[src/rtl/instruction_prefetch_buffer.sv]
// Sequential instruction prefetcher: in-order word requests, a small {pc, inst} queue
// delivered over valid/ready, and redirect flush with draining of stale in-flight responses.
module instruction_prefetch_buffer #(
    parameter int          DEPTH    = 4,
    parameter logic [63:0] RESET_PC = 64'h0
) (
    input  logic                   clk,
    input  logic                   rst,
    input  logic                   redirect,
    input  logic [63:0]            redirect_pc,
    output logic                   imem_req_valid,
    output logic [63:0]            imem_req_addr,
    input  logic                   imem_req_ready,
    input  logic                   imem_resp_valid,
    input  logic [31:0]            imem_resp_data,
    output logic                   inst_valid,
    output logic [31:0]            inst,
    output logic [63:0]            inst_pc,
    input  logic                   inst_ready,
    output logic [$clog2(DEPTH):0] occupancy
);
    localparam int PW = $clog2(DEPTH);
    localparam int CW = PW + 1;
    localparam logic [CW:0] DEPTH_W = DEPTH[CW:0];

    typedef enum logic {FETCH = 1'b0, DRAIN = 1'b1} state_t;

    state_t          state_r, state_next;
    logic [63:0]     fetch_pc_r, fetch_pc_next;
    logic [63:0]     resp_pc_r, resp_pc_next;
    logic [PW-1:0]   rd_ptr_r, rd_ptr_next;
    logic [PW-1:0]   wr_ptr_r, wr_ptr_next;
    logic [CW-1:0]   count_r, count_next;
    logic [CW-1:0]   outstanding_r, outstanding_next;
    logic [CW-1:0]   drop_cnt_r, drop_cnt_next;
    logic [63:0]     pc_mem_r [DEPTH];
    logic [31:0]     inst_mem_r [DEPTH];

    logic [CW:0]     credit_used_s;
    logic [CW-1:0]   resp_one_s;
    logic [CW-1:0]   k_s;
    logic [63:0]     redirect_base_s;
    logic            req_fire_s;
    logic            pop_s;
    logic            push_s;

    // Credits cover both queued entries and in-flight requests, so a push never overflows.
    assign credit_used_s   = {1'b0, count_r} + {1'b0, outstanding_r};
    assign imem_req_valid  = !rst && (state_r == FETCH) && !redirect && (credit_used_s < DEPTH_W);
    assign imem_req_addr   = fetch_pc_r;
    assign req_fire_s      = imem_req_valid && imem_req_ready;
    assign inst_valid      = (count_r != {CW{1'b0}});
    assign inst            = inst_mem_r[rd_ptr_r];
    assign inst_pc         = pc_mem_r[rd_ptr_r];
    assign occupancy       = count_r;
    assign pop_s           = inst_valid && inst_ready;
    assign redirect_base_s = redirect_pc & ~64'h3;
    assign resp_one_s      = {{PW{1'b0}}, imem_resp_valid};
    assign k_s             = outstanding_r - resp_one_s;

    // Next-state and datapath update for the FETCH/DRAIN controller.
    always_comb begin
        state_next       = state_r;
        fetch_pc_next    = fetch_pc_r;
        resp_pc_next     = resp_pc_r;
        rd_ptr_next      = rd_ptr_r;
        wr_ptr_next      = wr_ptr_r;
        count_next       = count_r;
        outstanding_next = outstanding_r;
        drop_cnt_next    = drop_cnt_r;
        push_s           = 1'b0;
        case (state_r)
            FETCH: begin
                if (redirect) begin
                    fetch_pc_next    = redirect_base_s;
                    resp_pc_next     = redirect_base_s;
                    rd_ptr_next      = {PW{1'b0}};
                    wr_ptr_next      = {PW{1'b0}};
                    count_next       = {CW{1'b0}};
                    outstanding_next = k_s;
                    drop_cnt_next    = k_s;
                    if (k_s != {CW{1'b0}}) begin
                        state_next = DRAIN;
                    end else begin
                        state_next = FETCH;
                    end
                end else begin
                    push_s = imem_resp_valid;
                    if (req_fire_s) begin
                        fetch_pc_next = fetch_pc_r + 64'd4;
                    end else begin
                        fetch_pc_next = fetch_pc_r;
                    end
                    if (imem_resp_valid) begin
                        resp_pc_next = resp_pc_r + 64'd4;
                        wr_ptr_next  = wr_ptr_r + PW'(1'b1);
                    end else begin
                        resp_pc_next = resp_pc_r;
                        wr_ptr_next  = wr_ptr_r;
                    end
                    if (pop_s) begin
                        rd_ptr_next = rd_ptr_r + PW'(1'b1);
                    end else begin
                        rd_ptr_next = rd_ptr_r;
                    end
                    count_next       = count_r + {{PW{1'b0}}, push_s} - {{PW{1'b0}}, pop_s};
                    outstanding_next = outstanding_r + {{PW{1'b0}}, req_fire_s} - resp_one_s;
                end
            end
            DRAIN: begin
                if (redirect) begin
                    fetch_pc_next = redirect_base_s;
                    resp_pc_next  = redirect_base_s;
                end else begin
                    fetch_pc_next = fetch_pc_r;
                    resp_pc_next  = resp_pc_r;
                end
                // Stale responses are counted off; the last one hands control back to FETCH.
                if (imem_resp_valid) begin
                    outstanding_next = outstanding_r - CW'(1'b1);
                    drop_cnt_next    = drop_cnt_r - CW'(1'b1);
                    if (drop_cnt_r == CW'(1'b1)) begin
                        state_next = FETCH;
                    end else begin
                        state_next = DRAIN;
                    end
                end else begin
                    outstanding_next = outstanding_r;
                    drop_cnt_next    = drop_cnt_r;
                end
            end
            default: begin
                state_next = FETCH;
            end
        endcase
    end

    // Controller and pointer/counter state registers.
    always_ff @(posedge clk or posedge rst) begin
        if (rst) begin
            state_r       <= FETCH;
            fetch_pc_r    <= RESET_PC;
            resp_pc_r     <= RESET_PC;
            rd_ptr_r      <= {PW{1'b0}};
            wr_ptr_r      <= {PW{1'b0}};
            count_r       <= {CW{1'b0}};
            outstanding_r <= {CW{1'b0}};
            drop_cnt_r    <= {CW{1'b0}};
        end else begin
            state_r       <= state_next;
            fetch_pc_r    <= fetch_pc_next;
            resp_pc_r     <= resp_pc_next;
            rd_ptr_r      <= rd_ptr_next;
            wr_ptr_r      <= wr_ptr_next;
            count_r       <= count_next;
            outstanding_r <= outstanding_next;
            drop_cnt_r    <= drop_cnt_next;
        end
    end

    // Queue storage, written only by a response accepted while fetching.
    always_ff @(posedge clk or posedge rst) begin
        if (rst) begin
            for (int i = 0; i < DEPTH; i++) begin
                pc_mem_r[i]   <= 64'h0;
                inst_mem_r[i] <= 32'h0;
            end
        end else if (push_s) begin
            pc_mem_r[wr_ptr_r]   <= resp_pc_r;
            inst_mem_r[wr_ptr_r] <= imem_resp_data;
        end
    end

endmodule

[config.mk]
export PLATFORM = sky130hd
export DESIGN_NAME = instruction_prefetch_buffer
export DESIGN_NICKNAME = d
export VERILOG_FILES = /design/src/rtl/instruction_prefetch_buffer.sv
export SDC_FILE = /design/constraint.sdc
export NUM_CORES = 1
export LEC_CHECK = 0
export BUFFER_PORTS_ARGS = -buffer_cell sky130_fd_sc_hd__buf_2
export CAP_MARGIN = 20
export CORE_MARGIN = 10
export CORE_UTILIZATION = 45
export DETAILED_ROUTE_END_ITERATION = 7
export PLACE_DENSITY = 0.64
export SLEW_MARGIN = 20
export SYNTH_ARGS = -nofsm -noshare
export SYNTH_HDL_FRONTEND = slang
export SYNTH_SLANG_ARGS = --single-unit
[constraint.sdc]
create_clock -name clk -period 14.6 [get_ports clk]
set_input_delay 1.46 -clock clk [delete_from_list [all_inputs] [get_ports clk]]
set_output_delay 1.46 -clock clk [all_outputs]
set_load 0.03 [all_outputs]
==> flow_summary_export.csv, run 1 <==
group,metric,value,unit
sta,tightest_slew,1082,ps
floorplanning,initial_core_util,45.26,%
logic_synthesis,yosys-top-cells-area,"dfrtp_1 51%, mux2_2 17%, mux4_2 8.3%, clkbuf_1 1.7%, nand2_1 1.7%",
clocking,clock_latency,630,ps
critical_path,cp_max_fo,46,
hold_path,hold_path_startpoint,"pc_mem_r[97]",
logic_synthesis,synthesis.area,25420,sq um
pwr,power.leakage,12.97,nW
hold_path,hp-class,"flip-flop to flip-flop",
detailed_routing,drt-total-wl,76.15,mm
logic_synthesis,synth_xor_xnor_area_share,1.171,%
detailed_routing,dr.pass1.iters,6,
global_routing,grt_pass1_wl,117.2,mm
global_routing,overflow,0,
global_routing,antenna_found_initial,1,
sta,max_slew_margin,27.21,%
critical_path,rr_worst_depth,15,
logic_synthesis,synth_fa_ha_area_share,0.9942,%
logic_synthesis,yosysWarnings,0,
logic_synthesis,synth_edf_count,0,
logic_synthesis,synth-simple-area-share,12.08,%
logic_synthesis,ys_types,78,
sta,hold_slack,499.0,ps
sta,period_share,35.97,%
detailed_routing,postRouteAntennaNets,0,
final_layout,layout_common_cells,"512 x dfrtp_1, 385 x mux2_2, 259 x buf_2, 117 x nand2_1, 94 x mux4_2",
sta,finClkSkew,39.30,ps
sta,max_freq,190.4,MHz
sta,hold_violations,0,
detailed_routing,drt_iter0_drc,1505,
placement,dp.final_hpwl,51.10,mm
final_layout,drive_gt1_share,38.58,%
logic_synthesis,synth_top_family_by_area,"multiplexers",
logic_synthesis,ys_ff_latch,514,
clocking,cts_tree,"done",
pwr,pwr_density_cell,190.8,nW/um^2
floorplanning,die_w,257.7,microns
logic_synthesis,muxShareOfSynthArea,25.70,%
final_layout,final_util,52.09,%
detailed_routing,post_drt_wl_per_cell,24.85,microns
logic_synthesis,synth_ff_type,"dfrtp_1",
logic_synthesis,synth_top_area_share,50.60,%
clocking,post_cts.repair.setup_buffers,0,
sta,finalSetupTns,0,ps
clocking,cts.sinks,514,
global_routing,grt_max_degree,206,
placement,placedCellCount,2959,
pwr,power,5.583,mW
sta,finalWorstSetupSlack,9348,ps
clocking,htreeDepth,2,
sta,final_max_slew_viol_count,0,
placement,portBuffers,260,
detailed_routing,vias_per_cell,6.084,
hold_path,worst_hold_path.endpoint,"pc_mem_r[97]",
clocking,cts_resized,0,
floorplanning,io-pin-count,267,
logic_synthesis,yosysSeqAreaShare,50.60,%
logic_synthesis,synth_compound_area_share,6.399,%
detailed_routing,drc,0,
critical_path,timing.rr.start,"occupancy[2]",
final_layout,final_cell_area,29260,sq um
final_layout,final_cells,3064,
final_layout,final_common_cell,"dfrtp_1",
clocking,cts-buffers-inserted,55,
critical_path,required,13140,ps
placement,postPlaceCellArea,27280,sq um
floorplanning,core,56170,sq um
hold_path,whs_path_depth,1,
global_routing,grt_usage,22.43,%
critical_path,startpoint_type,"flip-flop",
final_layout,nets,2383,
final_layout,area_delta_synth_final,15.09,%
critical_path,reg2reg_slack,10580,ps
clocking,clk_pin_slew,60,ps
pwr,max-vdd-ir-drop,0.1330,mV
placement,place_ws,9769,ps
floorplanning,rows,87,
sta,rsz0062_at_grt,"false",
flow_run,maxCapViolCount,0,
critical_path,critPathArrivalTime,3790,ps
critical_path,rr_endpoint,"outstanding_r[2]",
clocking,cts_root_buf,"clkbuf_16",
detailed_routing,num_vias,18640,
placement,gp_congestion,0.9185,
clocking,clockBufferDepth,3,
logic_synthesis,ys_async_sr_fraction,100.0,%
critical_path,path_class,"flip-flop to primary output",
logic_synthesis,synth_area_leader_cell,"dfrtp_1",
logic_synthesis,postSynthCellCount,2080,
floorplanning,die_h,257.7,microns
sta,period_needed,5252,ps
logic_synthesis,syn_avg_cell_area,12.22,sq um
sta,finalSetupViolations,0,
floorplanning,die-area,66400,sq um
critical_path,end_kind,"primary output",
clocking,cts_hold_buf,0,
global_routing,grt_pass1_vias,19090,
outcome,outcome,"completed",
## worst max-delay path, cell delays in order, from the launching register on
cell and delay (ps):
dfrtp_4 690, buf_4 620, buf_4 870, mux4_2 680
buf_2 210
## worst max-delay path by stage
stage / start / endpoint / slack (ps)
after floorplan: rst / drop_cnt_r[0] / 6160
after global placement: rd_ptr_r[0] / inst_pc[31] / 9870
after detailed placement: rst / outstanding_r[2] / 9770
after CTS: rd_ptr_r[0] / inst_pc[31] / 9200
after global routing: rd_ptr_r[0] / inst_pc[31] / 9050
final: rd_ptr_r[0] / inst_pc[31] / 9350
## sequential cells by signal (all words and copies together) (netlist names)
signal         cells
wr_ptr_r           2
state_r            1
imem_req_addr     62
inst_mem_r       128
occupancy          3
outstanding_r      3
resp_pc_r         62
pc_mem_r         248
drop_cnt_r         3
rd_ptr_r           2
## metal layers
metal  up-vias  GRT usage, %  part of all wire, %
li1       8145             -                    -
met1      9704         28.68                   41
met2       622         37.04                   49
met3       171         3.706                  5.7
met4         0         10.18                  4.5
met5         -             0                    0
## cells in the mapped netlist (all sizes together), types with 21 or more instances
| library cell | count |
|---|---|
| buf | 45 |
| dfrtp | 514 |
| a21oi | 42 |
| nand2 | 117 |
| or3 | 29 |
| clkbuf | 121 |
| nand4 | 60 |
| nand3 | 77 |
| nor4 | 37 |
| and3 | 36 |
| mux2 | 385 |
| inv | 28 |
| o21ai | 71 |
| nor2 | 94 |
| a31oi | 23 |
| xnor2 | 22 |
| mux4 | 94 |
| nor3 | 56 |
| a211oi | 21 |
## area by class of cell
class,instances,area (sq um)
fill,4923,26910
sequential,514,12870
multi-input combinational,1375,11860
clock buffer,78,1613
timing repair buffer,288,1570
tap,756,945.9
clock inverter,24,285.3
inverter,28,108.9
antenna,1,2.502
## where the power goes
group	internal [mW]	leakage, nW	switching [mW]	total, mW
logic	0.830	5.44	1.02	1.85
registers	1.91	6.58	0.362	2.27
clock network	0.873	0.952	0.592	1.46
## logic make-up (layout without fill, tap and decap cells)
kind of cell,Yosys count,in the layout
and+or+nand+nor,583,583
DFF,514,514
muxes,487,487
AOI/OAI and AO/OA,248,248
buffers and inverters,194,418
xor gates and xnor gates,34,34
adders and majority gates,19,19
other,1,5
(Power assumes the default switching activity.)
==> run 2, diff against run 1 <==
ABC_AREA = 1   (was default)
clock period = 4.64 ns   (was 14.6 ns; I/O delays follow)
==> flow_summary_export.csv, run 2 <==
group,metric,value,unit
outcome,outcome,"completed",
critical_path,rr_worst_depth,7,
logic_synthesis,syn_avg_cell_area,7.586,sq um
clocking,clk_pin_slew,60,ps
logic_synthesis,postSynthCellCount,3461,
critical_path,cp_max_fo,102,
global_routing,grt_pass1_wl,128.3,mm
final_layout,final_cell_area,29760,sq um
detailed_routing,drt_iter0_drc,2119,
clocking,clock_latency,630,ps
clocking,cts_resized,0,
placement,gp_congestion,0.9361,
logic_synthesis,synth_top_area_share,48.99,%
sta,rsz0062_at_grt,"false",
global_routing,grt_pass1_vias,22600,
sta,finClkSkew,18.33,ps
placement,portBuffers,260,
detailed_routing,drt-total-wl,81.75,mm
final_layout,area_delta_synth_final,13.35,%
detailed_routing,postRouteAntennaNets,0,
critical_path,end_kind,"primary output",
sta,finalWorstSetupSlack,970.8,ps
critical_path,path_class,"flip-flop to primary output",
sta,hold_slack,138.8,ps
global_routing,overflow,0,
global_routing,antenna_found_initial,1,
logic_synthesis,yosysWarnings,0,
clocking,cts.sinks,514,
global_routing,grt_usage,23.57,%
detailed_routing,post_drt_wl_per_cell,18.46,microns
hold_path,worst_hold_path.endpoint,"inst_mem_r[45]",
clocking,cts_root_buf,"clkbuf_16",
clocking,post_cts.repair.setup_buffers,0,
final_layout,largest-register,"pc_mem_r",
logic_synthesis,yosys-top-cells-count,"880 x nand2_1, 634 x o21ai_0, 514 x dfrtp_1",
detailed_routing,num_vias,23780,
sta,final_max_slew_viol_count,0,
detailed_routing,drc,0,
floorplanning,rows,88,
sta,max_freq,272.5,MHz
logic_synthesis,yosys.cell_count.top_type,"nand2_1",
hold_path,whs_path_depth,3,
clocking,cts-buffers-inserted,57,
logic_synthesis,ys_types,41,
pwr,power.leakage,14.04,nW
logic_synthesis,yosysSeqAreaShare,48.99,%
floorplanning,die-area,68410,sq um
final_layout,n_fill_cell,5855,
sta,finalSetupViolations,0,
logic_synthesis,ys_ff_latch,514,
critical_path,rr_endpoint,"pc_mem_r[5]",
sta,hold_violations,0,
floorplanning,die_w,261.6,microns
placement,place_ws,1652,ps
critical_path,reg2reg_slack,1850,ps
logic_synthesis,ys_async_sr_fraction,100.0,%
final_layout,nets,3735,
critical_path,critPathArrivalTime,3210,ps
detailed_routing,dr.pass1.iters,6,
floorplanning,die_h,261.6,microns
final_layout,layout_common_cells,"880 x nand2_1, 634 x o21ai_0, 512 x dfrtp_1, 500 x nor2_1, 260 x buf_2",
flow_run,maxCapViolCount,0,
critical_path,required,4180,ps
sta,tightest_slew,1051,ps
hold_path,hold_path_startpoint,"imem_resp_data[13]",
clocking,cts_tree,"done",
final_layout,final_common_cell,"nand2_1",
final_layout,drive_gt1_share,11.09,%
sta,period_needed,3669,ps
pwr,max-vdd-ir-drop,0.4902,mV
placement,postPlaceCellArea,27820,sq um
floorplanning,io-pin-count,267,
clocking,htreeDepth,2,
global_routing,grt_max_degree,164,
final_layout,largest_reg_flops,248,
critical_path,startpoint_type,"flip-flop",
sta,period_share,79.08,%
detailed_routing,vias_per_cell,5.370,
logic_synthesis,synth_edf_count,0,
floorplanning,initial_core_util,45.51,%
final_layout,reg_top3,"pc_mem_r x248, inst_mem_r x128",
logic_synthesis,yosys-top-cells-area,"dfrtp_1 49%, nand2_1 13%, o21ai_0 12%, nor2_1 7.1%, inv_1 3.3%",
critical_path,timing.rr.start,"state_r",
placement,dp.final_hpwl,54.56,mm
logic_synthesis,synth_area_leader_cell,"dfrtp_1",
logic_synthesis,synth_ff_type,"dfrtp_1",
floorplanning,core,57700,sq um
sta,max_slew_margin,29.94,%
logic_synthesis,synthesis.area,26260,sq um
clocking,clockBufferDepth,3,
pwr,pwr_density_cell,675.4,nW/um^2
hold_path,hp-class,"primary input to flip-flop",
==> run 2: changes by cell type in the layout (fill, tap and decap cells not counted), sizes merged, moves of 36 or more <==
| cell | change |
|---|---|
| nand2 | +769 |
| o21ai | +614 |
| nor2 | +417 |
| mux2 | -385 |
| inv | +207 |
| a21oi | +98 |
| mux4 | -94 |
| o22ai | +83 |
| nor3 | -53 |
| nand4 | -41 |
| nor4 | -37 |
| and3 | -36 |
==> run 2: area by class of cell <==
cell class / instances / area [sq um] / area share [%]
repair buffers: 285 / 1554 / 5.222
flip-flops and latches: 514 / 12870 / 43.24
clock buffers: 85 / 1672 / 5.617
well taps: 765 / 957.2 / 3.216
inverters: 239 / 912.1 / 3.065
diodes: 1 / 2.502 / 0.008408
multi-input cells: 2517 / 11540 / 38.77
clock inverters: 22 / 256.5 / 0.8619
==> run 2: logic make-up (layout without fill, tap and decap cells) <==
| logic type | Yosys count | in the layout | synth area share (%) |
|---|---|---|---|
| AND/OR/NAND/NOR | 1490 | 1490 | 22.31 |
| AO/OA/AOI/OAI | 980 | 980 | 19.67 |
| flip-flops | 514 | 514 | 48.99 |
| buffers and inverters | 433 | 631 | 7.258 |
| XOR/XNOR | 24 | 24 | 0.8006 |
| adder cells (fa/ha/maj) | 19 | 19 | 0.9626 |
| other | 1 | 5 | 0.01428 |
==> run 2: routing by layer <==
metal	track usage, %	wire, microns	vias to the layer above
met5	0	0	-
met4	9.969	3419	0
met3	3.812	5195	154
met2	36.47	36410	752
met1	32.41	36730	11200
li1	-	-	11670
==> run 2: critical path, cell delays in order (launching register included) <==
cell     delay, ps
dfrtp_4        720
inv_6          650
buf_4          430
o21ai_0        130
o22ai_1        280
buf_2          270
==> run 2: worst max path at each step <==
stage                 from            end  slack, ps  cells after the start
4_1_cts        rd_ptr_r[0]    inst_pc[26]        980                      5
6_report       rd_ptr_r[0]    inst_pc[26]        970                      5
3_5_place_dp   rd_ptr_r[0]    inst_pc[26]       1650                      5
3_3_place_gp   rd_ptr_r[0]    inst_pc[26]       1650                      5
2_1_floorplan          rst  drop_cnt_r[0]      -2800                      1
5_1_grt        rd_ptr_r[0]    inst_pc[35]        860                      5
==> run 2: where the power goes <==
part,switching [mW],internal (mW),total [mW]
sequential,1.20,6.06,7.26
combinational,5.82,2.38,8.20
clock,1.92,2.72,4.64
==> run 2: timing repair <==
item | CTS | global route
hold buffers | 1 | 0
hold endpoints to repair | 5 | 0
setup endpoints to repair | 0 | 0
==> run 2: stage by stage <==
stage / cells / util [%] / setup TNS (ps) / power (mW)
CTS: 4427 / 51.58 / 0 / 20.24
global placement: 4319 / 48.22 / 0 / 15.42
detailed placement: 4319 / 48.22 / 0 / 15.54
global route: 4428 / 51.58 / 0 / 21.51
finish: 4428 / 51.58 / 0 / 20.10
floorplan: 3464 / - / -1441410 / 12.87
==> run 3, diff against run 2 <==
PLACE_DENSITY = 0.62   (was 0.64)
clock period = 3.6 ns   (was 4.64 ns; I/O delays follow)
==> flow_summary_export.csv, run 3 (same netlist as run 2, synthesis figures left out) <==
group,metric,value,unit
global_routing,grt_pass1_vias,22430,
critical_path,reg2reg_slack,870,ps
floorplanning,core,57700,sq um
global_routing,grt_pass1_wl,128.3,mm
floorplanning,die-area,68410,sq um
sta,finalSetupTns,0,ps
clocking,cts.sinks,514,
global_routing,antenna_found_initial,0,
hold_path,hp-class,"primary input to flip-flop",
sta,period_share,87.03,%
global_routing,grt_usage,23.62,%
outcome,outcome,"completed",
critical_path,end_kind,"primary output",
final_layout,largest_reg_flops,248,
final_layout,reg_top3,"pc_mem_r x248, inst_mem_r x128",
sta,rsz0062_at_grt,"false",
placement,dp.final_hpwl,56.25,mm
critical_path,cp_max_fo,48,
clocking,clk_pin_slew,60,ps
hold_path,hold_path_startpoint,"imem_resp_data[0]",
detailed_routing,drt-total-wl,82.25,mm
critical_path,path_class,"flip-flop to primary output",
final_layout,largest-register,"pc_mem_r",
critical_path,required,3240,ps
detailed_routing,drc,0,
global_routing,overflow,0,
critical_path,startpoint_type,"flip-flop",
detailed_routing,postRouteAntennaNets,0,
clocking,cts_resized,0,
global_routing,grt_max_degree,103,
placement,portBuffers,260,
final_layout,final_cell_area,29980,sq um
sta,finClkSkew,14.74,ps
critical_path,timing.rr.start,"occupancy[2]",
critical_path,critPathArrivalTime,2770,ps
placement,placedCellCount,4334,
sta,tightest_slew,831.9,ps
final_layout,final_common_cell,"nand2_1",
floorplanning,initial_core_util,45.51,%
flow_run,maxCapViolCount,0,
final_layout,area_delta_synth_final,14.20,%
pwr,power.leakage,14.15,nW
detailed_routing,drt_iter0_drc,2204,
sta,finalSetupViolations,0,
clocking,cts_root_buf,"clkbuf_16",
placement,postPlaceCellArea,28070,sq um
detailed_routing,dr.pass1.iters,6,
final_layout,n_fill_cell,5782,
final_layout,nets,3750,
floorplanning,io-pin-count,267,
sta,hold_slack,29.76,ps
clocking,clockBufferDepth,3,
clocking,cts_tree,"done",
clocking,htreeDepth,2,
floorplanning,die_h,261.6,microns
final_layout,final_cells,4436,
clocking,clock_latency,630,ps
floorplanning,rows,88,
clocking,post_cts.repair.setup_buffers,0,
sta,hold_violations,0,
floorplanning,die_w,261.6,microns
pwr,max-vdd-ir-drop,0.5068,mV
sta,max_slew_margin,44.48,%
placement,gp_congestion,0.9383,
critical_path,rr_worst_depth,11,
clocking,cts-buffers-inserted,57,
final_layout,layout_common_cells,"880 x nand2_1, 634 x o21ai_0, 512 x dfrtp_1, 500 x nor2_1, 260 x buf_2",
detailed_routing,num_vias,23750,
sta,final_max_slew_viol_count,0,
sta,period_needed,3133,ps
hold_path,worst_hold_path.endpoint,"inst_mem_r[64]",
detailed_routing,post_drt_wl_per_cell,18.54,microns
sta,max_freq,319.2,MHz
final_layout,drive_gt1_share,11.34,%
hold_path,whs_path_depth,3,
critical_path,rr_endpoint,"outstanding_r[1]",
pwr,pwr_density_cell,867.4,nW/um^2
detailed_routing,vias_per_cell,5.355,
run 3: metal layers:
layer / part of all wire [%] / global-route usage, %
met3: 6.5 / 4.457
met2: 45 / 36.57
met5: 0 / 0
met4: 3.7 / 8.557
met1: 45 / 32.60
run 3: metrics by stage:
step | utilization, % | setup WS (ps) | total power [mW]
3_5_place_dp | 48.65 | 847.4 | 20.17
6_report | 51.97 | 466.8 | 26.01
4_1_cts | 51.96 | 446.2 | 26.17
5_1_grt | 51.96 | 273.3 | 27.86
3_3_place_gp | 48.65 | 849.7 | 20.02
2_1_floorplan | - | -3740 | 16.58
run 3: what timing repair did:
| action | in CTS | in global routing |
|---|---|---|
| hold buffers | 1 | 0 |
| endpoints found under the setup margin | 0 | 0 |
| hold endpoints to repair | 16 | 0 |
run 3: power breakdown:
part | switching, mW | internal [mW]
registers | 1.54 | 7.81
clock network | 2.45 | 3.49
logic | 7.56 | 3.15
total | 11.6 | 14.5
run 3: critical path, cell delays in order (launching register included):
cell     delay [ps]
dfrtp_4         690
inv_6           380
buf_4           370
buf_4           230
o21ai_0          80
o22ai_1         130
buf_2           220
run 3: worst max-delay path by stage:
stage / from / end / slack [ps] / cells past startpoint
2_1_floorplan: rst / drop_cnt_r[0] / -3740 / 1
3_3_place_gp: redirect / imem_req_addr[20] / 850 / 8
3_5_place_dp: redirect / imem_req_addr[37] / 850 / 6
4_1_cts: rd_ptr_r[0] / inst[0] / 450 / 6
5_1_grt: rd_ptr_r[0] / inst[8] / 270 / 6
6_report: rd_ptr_r[0] / inst[4] / 470 / 6
run 3: area by class of cell:
type	count	area (sq um)	share of cell area, %
flip-flops and latches	514	12870	42.91
clock buffers	85	1713	5.713
inverters	239	910.9	3.038
diodes	2	5.005	0.01669
repair buffers	300	1804	6.017
clock inverters	14	186.4	0.6218
well taps	765	957.2	3.192
multi-input cells	2517	11540	38.49
